--- src/rtl/prienc_pkg.sv ---
// Shared types and helpers for the priority-encoder arbiter.
//   arb_state_e : arbiter FSM state (IDLE, OWN)
//   onehot2idx  : one-hot vector (up to MAX_N bits) -> binary index
//   idx2onehot  : binary index -> one-hot vector (up to MAX_N bits)
// Callers slice the MAX_N-wide results down to their own N.
package prienc_pkg;

    localparam int MAX_N  = 32;
    localparam int MAX_IW = $clog2(MAX_N);

    typedef enum logic {
        IDLE = 1'b0,
        OWN  = 1'b1
    } arb_state_e;

    // OR-reduction of set bit positions; only meaningful for one-hot or zero input.
    function automatic logic [MAX_IW-1:0] onehot2idx(input logic [MAX_N-1:0] oh);
        logic [MAX_IW-1:0] idx;
        idx = '0;
        for (int unsigned i = 0; i < 32'(MAX_N); i++) begin
            if (oh[i]) idx = idx | MAX_IW'(i);
        end
        return idx;
    endfunction

    function automatic logic [MAX_N-1:0] idx2onehot(input logic [MAX_IW-1:0] idx);
        logic [MAX_N-1:0] oh;
        oh = '0;
        oh[idx] = 1'b1;
        return oh;
    endfunction

endpackage

--- src/rtl/prienc_arbiter_if.sv ---
// Request/grant bundle between N request sources and the arbiter.
//   en        : arbitration enable (source side)
//   req[N]    : request vector (source side)
//   gnt[N]    : one-hot registered grant (arbiter side)
//   gnt_idx   : binary index of gnt, 0 when idle (arbiter side)
//   gnt_valid : |gnt (arbiter side)
// master = request sources, slave = arbiter.
interface prienc_arbiter_if #(
    parameter int N = 8
) ();
    localparam int IW = $clog2(N);

    logic          en;
    logic [N-1:0]  req;
    logic [N-1:0]  gnt;
    logic [IW-1:0] gnt_idx;
    logic          gnt_valid;

    modport master (
        output en,
        output req,
        input  gnt,
        input  gnt_idx,
        input  gnt_valid
    );

    modport slave (
        input  en,
        input  req,
        output gnt,
        output gnt_idx,
        output gnt_valid
    );
endinterface

--- src/rtl/prienc_rr_pick.sv ---
// Combinational masked priority pick.
//   v_i     : candidate vector
//   start_i : round-robin pointer; search starts at start_i-1 going down, wrapping
//   rr_en_i : 1 = round-robin search, 0 = plain highest-set-bit
//   oh_o    : one-hot winner (zero if v_i is zero)
//   idx_o   : binary winner index (zero if v_i is zero)
//   any_o   : v_i non-zero
module prienc_rr_pick
    import prienc_pkg::*;
#(
    parameter int N = 8,
    localparam int IW = $clog2(N)
) (
    input  logic [N-1:0]  v_i,
    input  logic [IW-1:0] start_i,
    input  logic          rr_en_i,
    output logic [N-1:0]  oh_o,
    output logic [IW-1:0] idx_o,
    output logic          any_o
);

    logic [2*N-1:0]   dbl;
    logic [MAX_N-1:0] oh32;
    int unsigned      top;
    int unsigned      hit;
    int unsigned      fold;

    // Doubling the vector makes the wrap a straight downward scan: bit j of
    // dbl stands for source j mod N. Scanning down from start+N-1 covers
    // start-1, ..., 0, N-1, ..., start exactly once, so masking everything
    // above that top position and taking the highest set bit gives the
    // round-robin winner. Fixed mode uses the top of the upper copy.
    always_comb begin
        dbl   = {v_i, v_i};
        top   = rr_en_i ? (32'(start_i) + 32'(N) - 32'd1) : (32'(2*N) - 32'd1);
        hit   = 0;
        any_o = 1'b0;
        for (int unsigned j = 0; j < 32'(2*N); j++) begin
            if (dbl[j] && (j <= top)) begin
                hit   = j;
                any_o = 1'b1;
            end
        end
        fold  = (hit >= 32'(N)) ? (hit - 32'(N)) : hit;
        oh32  = idx2onehot(MAX_IW'(fold));
        oh_o  = any_o ? oh32[N-1:0] : '0;
        idx_o = any_o ? IW'(onehot2idx(oh32)) : '0;
    end

endmodule

--- src/rtl/prienc_arbiter.sv ---
// Registered N-way request arbiter.
//   clk : rising-edge clock
//   rst : asynchronous active-high reset
//   arb : request/grant bundle (slave side): en, req in; gnt, gnt_idx, gnt_valid out
// Grants one requester per arbitration and holds the grant while the owner keeps
// requesting. With MAX_HOLD>0 the owner is re-arbitrated against the others after
// MAX_HOLD consecutive cycles. RR_MODE selects fixed (MSB highest) or round-robin.
// All outputs are flops; request-to-grant latency is one cycle.
module prienc_arbiter
    import prienc_pkg::*;
#(
    parameter int N        = 8,
    parameter int RR_MODE  = 0,
    parameter int MAX_HOLD = 0
) (
    input  logic             clk,
    input  logic             rst,
    prienc_arbiter_if.slave  arb
);

    localparam int IW = $clog2(N);
    localparam int HW = (MAX_HOLD > 0) ? $clog2(MAX_HOLD + 1) : 1;

    arb_state_e    state_q;
    logic [N-1:0]  gnt_q;
    logic [IW-1:0] gnt_idx_q;
    logic          gnt_valid_q;
    logic [HW-1:0] hold_q;
    logic [IW-1:0] rr_ptr_q;

    logic          own_req;
    logic          expired;
    logic [N-1:0]  pick_v;
    logic [N-1:0]  pick_oh;
    logic [IW-1:0] pick_idx;
    logic          pick_any;

    // The owner's one-hot grant doubles as the exclusion mask when the budget
    // expires, so a single picker serves every arbitration case.
    always_comb begin
        own_req = arb.req[gnt_idx_q];
        expired = (MAX_HOLD != 0) && (hold_q == HW'(MAX_HOLD - 1)) && own_req;
        pick_v  = arb.req;
        if (state_q == OWN && own_req) pick_v = arb.req & ~gnt_q;
    end

    prienc_rr_pick #(
        .N (N)
    ) u_pick (
        .v_i     (pick_v),
        .start_i (rr_ptr_q),
        .rr_en_i (RR_MODE != 0),
        .oh_o    (pick_oh),
        .idx_o   (pick_idx),
        .any_o   (pick_any)
    );

    always_ff @(posedge clk or posedge rst) begin
        if (rst) begin
            state_q     <= IDLE;
            gnt_q       <= '0;
            gnt_idx_q   <= '0;
            gnt_valid_q <= 1'b0;
            hold_q      <= '0;
            rr_ptr_q    <= IW'(N - 1);
        end else if (arb.en) begin
            case (state_q)
                IDLE: begin
                    if (pick_any) begin
                        state_q     <= OWN;
                        gnt_q       <= pick_oh;
                        gnt_idx_q   <= pick_idx;
                        gnt_valid_q <= 1'b1;
                        hold_q      <= '0;
                        rr_ptr_q    <= pick_idx;
                    end
                end
                OWN: begin
                    if (own_req && !expired) begin
                        // Unlimited budget leaves the counter at 0 so it never wraps.
                        if (MAX_HOLD != 0) hold_q <= hold_q + HW'(1);
                    end else if (pick_any) begin
                        gnt_q       <= pick_oh;
                        gnt_idx_q   <= pick_idx;
                        gnt_valid_q <= 1'b1;
                        hold_q      <= '0;
                        rr_ptr_q    <= pick_idx;
                    end else if (own_req) begin
                        // Budget expired with no competitor: re-grant the owner.
                        hold_q   <= '0;
                        rr_ptr_q <= gnt_idx_q;
                    end else begin
                        state_q     <= IDLE;
                        gnt_q       <= '0;
                        gnt_idx_q   <= '0;
                        gnt_valid_q <= 1'b0;
                        hold_q      <= '0;
                    end
                end
                default: state_q <= IDLE;
            endcase
        end
    end

    assign arb.gnt       = gnt_q;
    assign arb.gnt_idx   = gnt_idx_q;
    assign arb.gnt_valid = gnt_valid_q;

endmodule

--- src/flat_wrapper.sv ---
// flat-port wrapper written by rule: the top's interface ports become plain ports
module prienc_arbiter_flat import prienc_pkg::*;
#(
    parameter int N        = 8,
    parameter int RR_MODE  = 0,
    parameter int MAX_HOLD = 0
)
  (clk, rst, arb_en, arb_req, arb_gnt, arb_gnt_idx, arb_gnt_valid);
  prienc_arbiter_if #(.N(N)) arb_i ();
  input  logic clk;
  input  logic rst;
  input wire logic [$bits(arb_i.en)-1:0] arb_en;
  input wire logic [$bits(arb_i.req)-1:0] arb_req;
  output wire logic [$bits(arb_i.gnt)-1:0] arb_gnt;
  output wire logic [$bits(arb_i.gnt_idx)-1:0] arb_gnt_idx;
  output wire logic [$bits(arb_i.gnt_valid)-1:0] arb_gnt_valid;
  assign arb_i.en = arb_en;
  assign arb_i.req = arb_req;
  assign arb_gnt = arb_i.gnt;
  assign arb_gnt_idx = arb_i.gnt_idx;
  assign arb_gnt_valid = arb_i.gnt_valid;
  prienc_arbiter #(.N(N), .RR_MODE(RR_MODE), .MAX_HOLD(MAX_HOLD)) u_core (.clk(clk), .rst(rst), .arb(arb_i));
endmodule
--- config.mk ---
export PLATFORM = sky130hd
export DESIGN_NAME = prienc_arbiter_flat
export DESIGN_NICKNAME = d
export VERILOG_FILES = /design/src/rtl/prienc_pkg.sv /design/src/rtl/prienc_arbiter_if.sv /design/src/rtl/prienc_rr_pick.sv /design/src/rtl/prienc_arbiter.sv /design/src/flat_wrapper.sv
export SDC_FILE = /design/constraint.sdc
export NUM_CORES = 1
export LEC_CHECK = 0
export CAP_MARGIN = 20
export CORE_MARGIN = 5
export CORE_UTILIZATION = 42
export DETAILED_ROUTE_END_ITERATION = 8
export PLACE_DENSITY = 0.78
export SLEW_MARGIN = 20
export SYNTH_ARGS = -nofsm -noshare
export SYNTH_HDL_FRONTEND = slang
export SYNTH_SLANG_ARGS = --single-unit
--- constraint.sdc ---
create_clock -name clk -period 2.29 [get_ports clk]
set_input_delay 0.458 -clock clk [delete_from_list [all_inputs] [get_ports clk]]
set_output_delay 0.458 -clock clk [all_outputs]
set_load 0.1 [all_outputs]
# [Word-level counts from Yosys, hierarchy flattened]
# Cells that the tools add are included.
# W data, S select, Z words.
[word_totals] ff_bits=13 latch_bits=0 ramBits=0 rom_bits=0 in_bits=11 output_inout_bits=12 wordCells=151 n_memories=0
[classes] n_addsub=1 multipliers=0 div=0 n_lt_le_gt_ge=4 n_eq_ne=3 shift=0 mux=132 bitwise=3 reduce_logical=4
[ops] operator="$mux W8" count=18
[ops] operator="$mux W3" count=37
[ops] operator="$mux W1" count=52
[ops] operator="$ge A32 B4 Y1 const B" count=1
[ops] operator="$mux W4" count=8
[ops] operator="$mux W2" count=10
[ops] operator="$pmux W8 S2" count=1
[ops] operator="$and A8 B8 Y8" count=1
[ops] operator="$not A8 Y8" count=1
[ops] operator="$lt A5 B6 Y1 const B" count=1
[ops] operator="$ne A3 B3 Y1 const B" count=2
[ops] operator="$pmux W3 S2" count=1
[ops] operator="$demux W1 S5" count=1
[ops] operator="$ge A5 B1 Y1 const B" count=1
[ops] operator="$mux W5" count=1
[ops] operator="$sub A4 B4 Y5 const B" count=1
[ops] operator="$lt A3 B4 Y1 const B" count=1
[ops] operator="$ne A4 B2 Y1 const B" count=1
[ops] operator="$pmux W1 S2" count=2
[ops] operator="$reduce_and A4 Y1" count=1
[ops] operator="$bmux W1 S3" count=1
[ops] operator="$reduce_and A3 Y1" count=1
[ops] operator="$logic_and A1 B1 Y1" count=2
[ops] operator="$not A1 Y1" count=1

# [Logic depth before layout (Yosys ltp)]
[depth] word_depth=63 ltp_mapped=8 depth_no_buf=6

# [Cells and area by module]
# From an unflattened synthesis, not the netlist that was laid out.
[unflattened] cells_unflattened=175 area_unflattened_um2=1497.7
[by_module_without_submodules] module="prienc_arbiter" instances=1 cells_per_inst=83 area_per_inst_um2=840.8 seq_area_each_um2=404.1
[by_module_without_submodules] module="prienc_rr_pick" instances=1 cells_per_inst=92 area_per_inst_um2=656.9 seq_area_each_um2=0.0

# [Worst setup path after synthesis]
# No wires, ideal clock.
[synth_timing] kind="flip-flop to flip-flop" from="register u_core.gnt_idx_q[0], in the netlist u_core.arb.gnt_idx[0]" to="register u_core.gnt_idx_q[0], in the netlist u_core.arb.gnt_idx[0]" setup_ps=125 arrival_time_ps=2963 t_required_ps=2165 slack_ps=-798 path_stages_with_launch=8 path_buffers=1 synth_period_minus_slack_ps=3088 cell_sequence="dfrtp_1 -> buf_6 -> mux2i_1 -> a221oi_4 -> nand3_1 -> a2111oi_4 -> a31o_2 -> mux2_2"
[synth_between] elab_chain_len=63 word_cells_on_any_way=92 classes_between="add/sub: 1; order compare: 3; eq/ne: 2; mux: 83; reduce/logical: 3"
[synth_rtl] item="start, declared" line_no="prienc_arbiter.sv:26" rtl="logic [IW-1:0] gnt_idx_q;"
[synth_rtl] item="start signal, assigned" line_no="prienc_arbiter.sv:72" rtl="gnt_idx_q <= pick_idx;"
[synth_rtl] item="start signal, assigned" line_no="prienc_arbiter.sv:84" rtl="gnt_idx_q <= pick_idx;"
[synth_rtl] item="$bmux W1 S3" line_no="prienc_arbiter.sv:41" rtl="own_req = arb.req[gnt_idx_q];"
[synth_rtl] item="$mux W1 (not written as such)" line_no="prienc_arbiter.sv:41"
[synth_rtl] item="$logic_and A1 B1 Y1" line_no="prienc_arbiter.sv:44" rtl="if (state_q == OWN && own_req) pick_v = arb.req & ~gnt_q;"
[synth_rtl] item="$mux W8" line_no="prienc_arbiter.sv:44"
[synth_rtl] item="$mux W1" line_no="prienc_rr_pick.sv:39" rtl="if (dbl[j] && (j <= top)) begin"
[synth_rtl] item="$mux W2 (2 in a row)" line_no="prienc_rr_pick.sv:39"
[synth_rtl] item="$mux W3 (4 in a row)" line_no="prienc_rr_pick.sv:39"
[synth_rtl] item="$mux W4 (8 in a row)" line_no="prienc_rr_pick.sv:39"
[synth_rtl] item="[... 36 more ...]"
[synth_rtl] item="$mux W3" line_no="prienc_arbiter.sv:79" rtl="if (own_req && !expired) begin"
[synth_rtl] item="$mux W3" line_no="prienc_arbiter.sv:67" rtl="case (state_q)"
[synth_rtl] item="$mux W3" line_no="prienc_arbiter.sv:66" rtl="end else if (arb.en) begin"
[synth_rtl] item="$mux W3" line_no="prienc_arbiter.sv:79"
[synth_rtl] item="$mux W3" line_no="prienc_arbiter.sv:67"
[synth_rtl] item="$mux W3" line_no="prienc_arbiter.sv:66"
[synth_rtl] item="$pmux W3 S2" line_no="prienc_arbiter.sv:67"
[synth_rtl] item="$mux W3" line_no="prienc_arbiter.sv:66"
# Several ways; a longest one is shown, not always the timed one. The select of a mux whose other input is x is not followed.
# A chain may end at the register's enable or synchronous reset.

# [Worst setup path after layout]
[layout_timing] from="input arb_req[6]" to="register u_core.gnt_q[2], in the netlist u_core.arb.gnt[2]"
[layout_between] elab_chain_len=35 word_cells_on_any_way=65 classes_between="add/sub: 1; order compare: 3; eq/ne: 2; mux: 55; bitwise: 1; reduce/logical: 3"
[layout_rtl] item="start, declared" line_no="flat_wrapper.sv:13" rtl="input wire logic [$bits(arb_i.req)-1:0] arb_req;"
[layout_rtl] item="$bmux W1 S3" line_no="prienc_arbiter.sv:41"
[layout_rtl] item="$mux W1 (not written as such)" line_no="prienc_arbiter.sv:41"
[layout_rtl] item="$logic_and A1 B1 Y1" line_no="prienc_arbiter.sv:44"
[layout_rtl] item="$mux W8" line_no="prienc_arbiter.sv:44"
[layout_rtl] item="$mux W1" line_no="prienc_rr_pick.sv:39"
[layout_rtl] item="$mux W2 (2 in a row)" line_no="prienc_rr_pick.sv:39"
[layout_rtl] item="$mux W3 (4 in a row)" line_no="prienc_rr_pick.sv:39"
[layout_rtl] item="$mux W4 (8 in a row)" line_no="prienc_rr_pick.sv:39"
[layout_rtl] item="[... 8 more ...]"
[layout_rtl] item="$mux W8" line_no="prienc_arbiter.sv:79"
[layout_rtl] item="$mux W8" line_no="prienc_arbiter.sv:67"
[layout_rtl] item="$mux W8" line_no="prienc_arbiter.sv:66"
[layout_rtl] item="$mux W8" line_no="prienc_arbiter.sv:79"
[layout_rtl] item="$mux W8" line_no="prienc_arbiter.sv:67"
[layout_rtl] item="$mux W8" line_no="prienc_arbiter.sv:66"
[layout_rtl] item="$pmux W8 S2" line_no="prienc_arbiter.sv:67"
[layout_rtl] item="$mux W8" line_no="prienc_arbiter.sv:66"
[layout_rtl] item="end signal, assigned" line_no="prienc_arbiter.sv:71" rtl="gnt_q <= pick_oh;"
[layout_rtl] item="end signal, assigned" line_no="prienc_arbiter.sv:83" rtl="gnt_q <= pick_oh;"
[layout_rtl] item="end, declared" line_no="prienc_arbiter.sv:25" rtl="logic [N-1:0] gnt_q;"
# Several ways; a longest one is shown, not always the timed one. The select of a mux whose other input is x is not followed.

==> results.py <==
metrics = {
    "floorplan": {
        "die_h_um": 55.0,
        "initial_core_util_pct": 43.8,
        "rows": 16,
        "die-area_um2": 3020,
        "coreArea_um2": 1940,
        "dieWidth_um": 55.0,
        "io_pins": 23,
    },
    "worst_setup_path": {
        "crit_fanout": 5,
        "path_delay_family": "compound AO/OA/AOI/OAI gates",
        "r2r-start": "u_core.arb.gnt_idx[0]$_DFFE_PP0P_",
        "start_kind": "input pin",
        "critPathBufInv": 2,
        "path_cells": "clkdlybuf4s50_1 -> mux2_2 -> a2bb2oi_4 -> a31oi_2 -> a2111oi_4 -> buf_4 -> or3b_1 -> o2bb2ai_1",
        "slowest_stage": "clkdlybuf4s50_1",
        "r2r_cells": 7,
        "critPathCaptureType": "flop",
        "rrSetupSlack_ns": -0.07,
        "cpPeakStageDelay_ns": 0.49,
        "r2r_end": "u_core.arb.gnt[2]$_DFFE_PP0P_",
        "required_ns": 2.50,
        "path_class": "in2reg",
        "critPathArrivalTime_ns": 2.62,
    },
    "power_and_ir_drop": {
        "irDropWorstVdd_v": 0.00132,
        "leakagePower_uw": 0.000608,
        "power_uw": 2010,
        "p_per_area_nw_per_um2": 1480,
    },
    "clock_tree": {
        "cts_buffers": 3,
        "clkTransAtPathRegs_ns": 0.08,
        "cts_root_buf": "clkbuf_4",
        "htreeDepth": 1,
        "cts_buffer_depth": 2,
        "clock_latency_ns": 0.28,
        "clkSinkCount": 13,
        "cts_tree": "yes",
    },
    "min_path": {
        "whs_endpoint": "u_core.arb.gnt_valid$_DFFE_PP0P_",
        "min_path_type": "reg2reg",
        "hp-start": "u_core.arb.gnt_valid$_DFFE_PP0P_",
        "hold_depth": 2,
    },
    "route": {
        "vias": 852,
        "avgRoutedWirePerCell_um": 16.3,
        "first_pass_iters": 4,
        "viasPerCell": 5.46,
        "wl_mm": 2.54,
        "drc": 0,
        "detail-route-antenna-nets": 0,
        "drt_iter0_markers": 15,
    },
    "place": {
        "dp_hpwl_mm": 1.88,
        "io_buffers": 22,
        "post_dp_cell_area_um2": 1190,
        "gp_congestion": 0.831,
    },
    "layout": {
        "design_area_um2": 1360,
        "multi_input_area_um2": 574,
        "diodes": 0,
        "seqCellArea_um2": 334,
        "layout.nets": 141,
        "syn_to_final_growth_pct": 60.1,
        "drive_above_1_share_pct": 48.8,
        "nFillCells": 160,
        "fin_util_pct": 70.0,
    },
    "grt": {
        "grt_pass1_vias": 863,
        "grt_max_degree": 14,
        "grt_antenna_before_repair": 0,
        "grt_pass1_wl_mm": 4.05,
        "track_usage_pct": 19.1,
        "grt_overflow": 0,
    },
    "sta": {
        "setup_slack_ns": -0.125,
        "rsz0062_at_grt": "yes",
        "setup_viol": 12,
        "fmax_ghz": 0.414,
        "fin_crit_sh_pct": 105,
        "finalSetupTns_ns": -0.933,
        "clock_skew_ns": 0.00881,
        "drv_slew": 0,
        "worst_slew_pin_slew_ns": 0.487,
        "hold_violations": 0,
        "slew_headroom_pct": 67.5,
        "fin_crit_ns": 2.42,
    },
    "synthesis": {
        "synth_compound_area_share_pct": 28.0,
        "avgSynthCellArea_um2": 10.1,
        "yosysUniqueCellTypes": 32,
        "synth-xor-area-share_pct": 0,
        "synthAdderAreaFrac_pct": 0,
        "synth-seq-area-share_pct": 38.3,
        "yosys.area_share.simple_pct": 17.4,
        "synth_cells": 84,
        "synthMuxAreaShare_pct": 9.72,
        "ys_ff_latch": 13,
        "synth_top_family_by_area": "compound AO/OA/AOI/OAI gates",
        "synthesis.area_um2": 850,
        "syn_nets": 95,
        "yosys_warnings": 0,
    },
    "run_status": {
        "violations": "setup timing",
        "status": "finished, violations left",
    },
    "run": {
        "drv_cap": 0,
    },
}
## kinds of logic (layout without fill, tap and decap cells)
group | Yosys count | in the layout
AO/OA/AOI/OAI | 25 | 25
buffers and inverters | 11 | 56
flip-flops | 13 | 13
multiplexers | 8 | 8
AND/OR/NAND/NOR | 27 | 27
## worst max-delay path by stage
| stage | start | to | slack, ns | depth (start not counted) |
|---|---|---|---|---|
| after detailed placement | arb_req[2] | u_core.arb.gnt[2]$_DFFE_PP0P_ | -0.43 | 8 |
| after CTS | arb_req[7] | u_core.arb.gnt[2]$_DFFE_PP0P_ | -0.09 | 8 |
| after global routing | u_core.arb.gnt_idx[0]$_DFFE_PP0P_ | u_core.arb.gnt[2]$_DFFE_PP0P_ | -0.16 | 8 |
| after floorplan | u_core.arb.gnt_idx[0]$_DFFE_PP0P_ | u_core.arb.gnt_idx[0]$_DFFE_PP0P_ | -0.45 | 7 |
| after global placement | arb_req[6] | u_core.arb.gnt_idx[0]$_DFFE_PP0P_ | -0.37 | 8 |
| final | arb_req[6] | u_core.arb.gnt[2]$_DFFE_PP0P_ | -0.13 | 8 |
## stage by stage
step / instances / hold slack [ns] / worst slack, ns
global placement: 148 / 0.464 / -0.372
detailed placement: 148 / 0.469 / -0.434
global route: 156 / 0.547 / -0.165
floorplan: 84 / 0.335 / -0.451
finish: 156 / 0.479 / -0.125
CTS: 156 / 0.487 / -0.0880
## Yosys cell counts
cell type / number / area (µm²)
mux2i_1: 6 / 60.1
clkbuf_1: 1 / 3.75
o2bb2ai_1: 1 / 8.76
a22o_1: 1 / 8.76
a31oi_1: 5 / 31.3
o31a_1: 1 / 8.76
o211ai_1: 1 / 7.51
nor3b_1: 1 / 7.51
nor3_1: 1 / 5.00
o31ai_1: 1 / 7.51
a31o_1: 2 / 17.5
nand4bb_1: 1 / 11.3
and2_2: 1 / 7.51
and2b_2: 1 / 8.76
or3b_1: 1 / 8.76
and2b_4: 1 / 10.0
a2111oi_4: 1 / 27.5
buf_6: 2 / 22.5
a32o_1: 3 / 30.0
a21oi_1: 3 / 15.0
nor2b_1: 2 / 12.5
inv_1: 8 / 30.0
a2bb2oi_2: 1 / 15.0
mux2_2: 2 / 22.5
a211oi_1: 1 / 7.51
dfrtp_1: 13 / 325
a31o_2: 3 / 26.3
nand2_1: 9 / 33.8
nor2_1: 3 / 11.3
nand3_1: 5 / 25.0
a221oi_4: 1 / 26.3
and2_1: 1 / 6.26
## cell type report
type                       instances  area share (%)
tap                               27            2.48
clock buffer                       4            1.93
sequential                        13            24.6
inverter                           8            2.21
timing repair buffer              44            26.6
multi-input combinational         60            42.2
## cells in the final DEF, fill, tap and decap left out, drive strengths merged, types with 3 or more instances in the layout
cell type	synthesis	routed
buf	2	34
a31o	5	5
clkdlybuf4s50	0	6
a31oi	5	5
a32o	3	3
a21oi	3	3
dfrtp	13	13
clkbuf	1	4
mux2i	6	6
nand2	9	9
nor2	3	3
dlygate4sd2	0	4
inv	8	8
nand3	5	5
## state kept, by name, indices dropped and copies added (netlist names)
register              flops
u_core.state_q            1
u_core.arb.gnt_idx        3
u_core.arb.gnt            8
u_core.arb.gnt_valid      1
## metal layers
layer	share of wire (%)	vias to the layer above	track usage, %
li1	-	408	-
met1	42	424	25.0
met2	53	18	31.7
met3	4.5	2	2.68
met4	0.67	0	7.29
met5	0	-	0
## worst min-delay path: stages (launching register included)
cell,delay (ns)
dfrtp_1,0.34
nand2_1,0.05
nand2_1,0.06
## timing repair
action / 4_1_cts / 5_1_grt
hold buffers: 0 / 0
gates resized for setup: 20 / 4
pin swaps: 4 / 4
setup buffers: 4 / 0
endpoints found under the setup margin: 12 / 13
## power by group
group / internal (µW) / total, µW / switching [µW]
combinational: 533 / 1450 / 919
clock: 67.5 / 141 / 73.8
sequential: 316 / 417 / 101
Note: power is estimated with default switching activity, not from simulation.
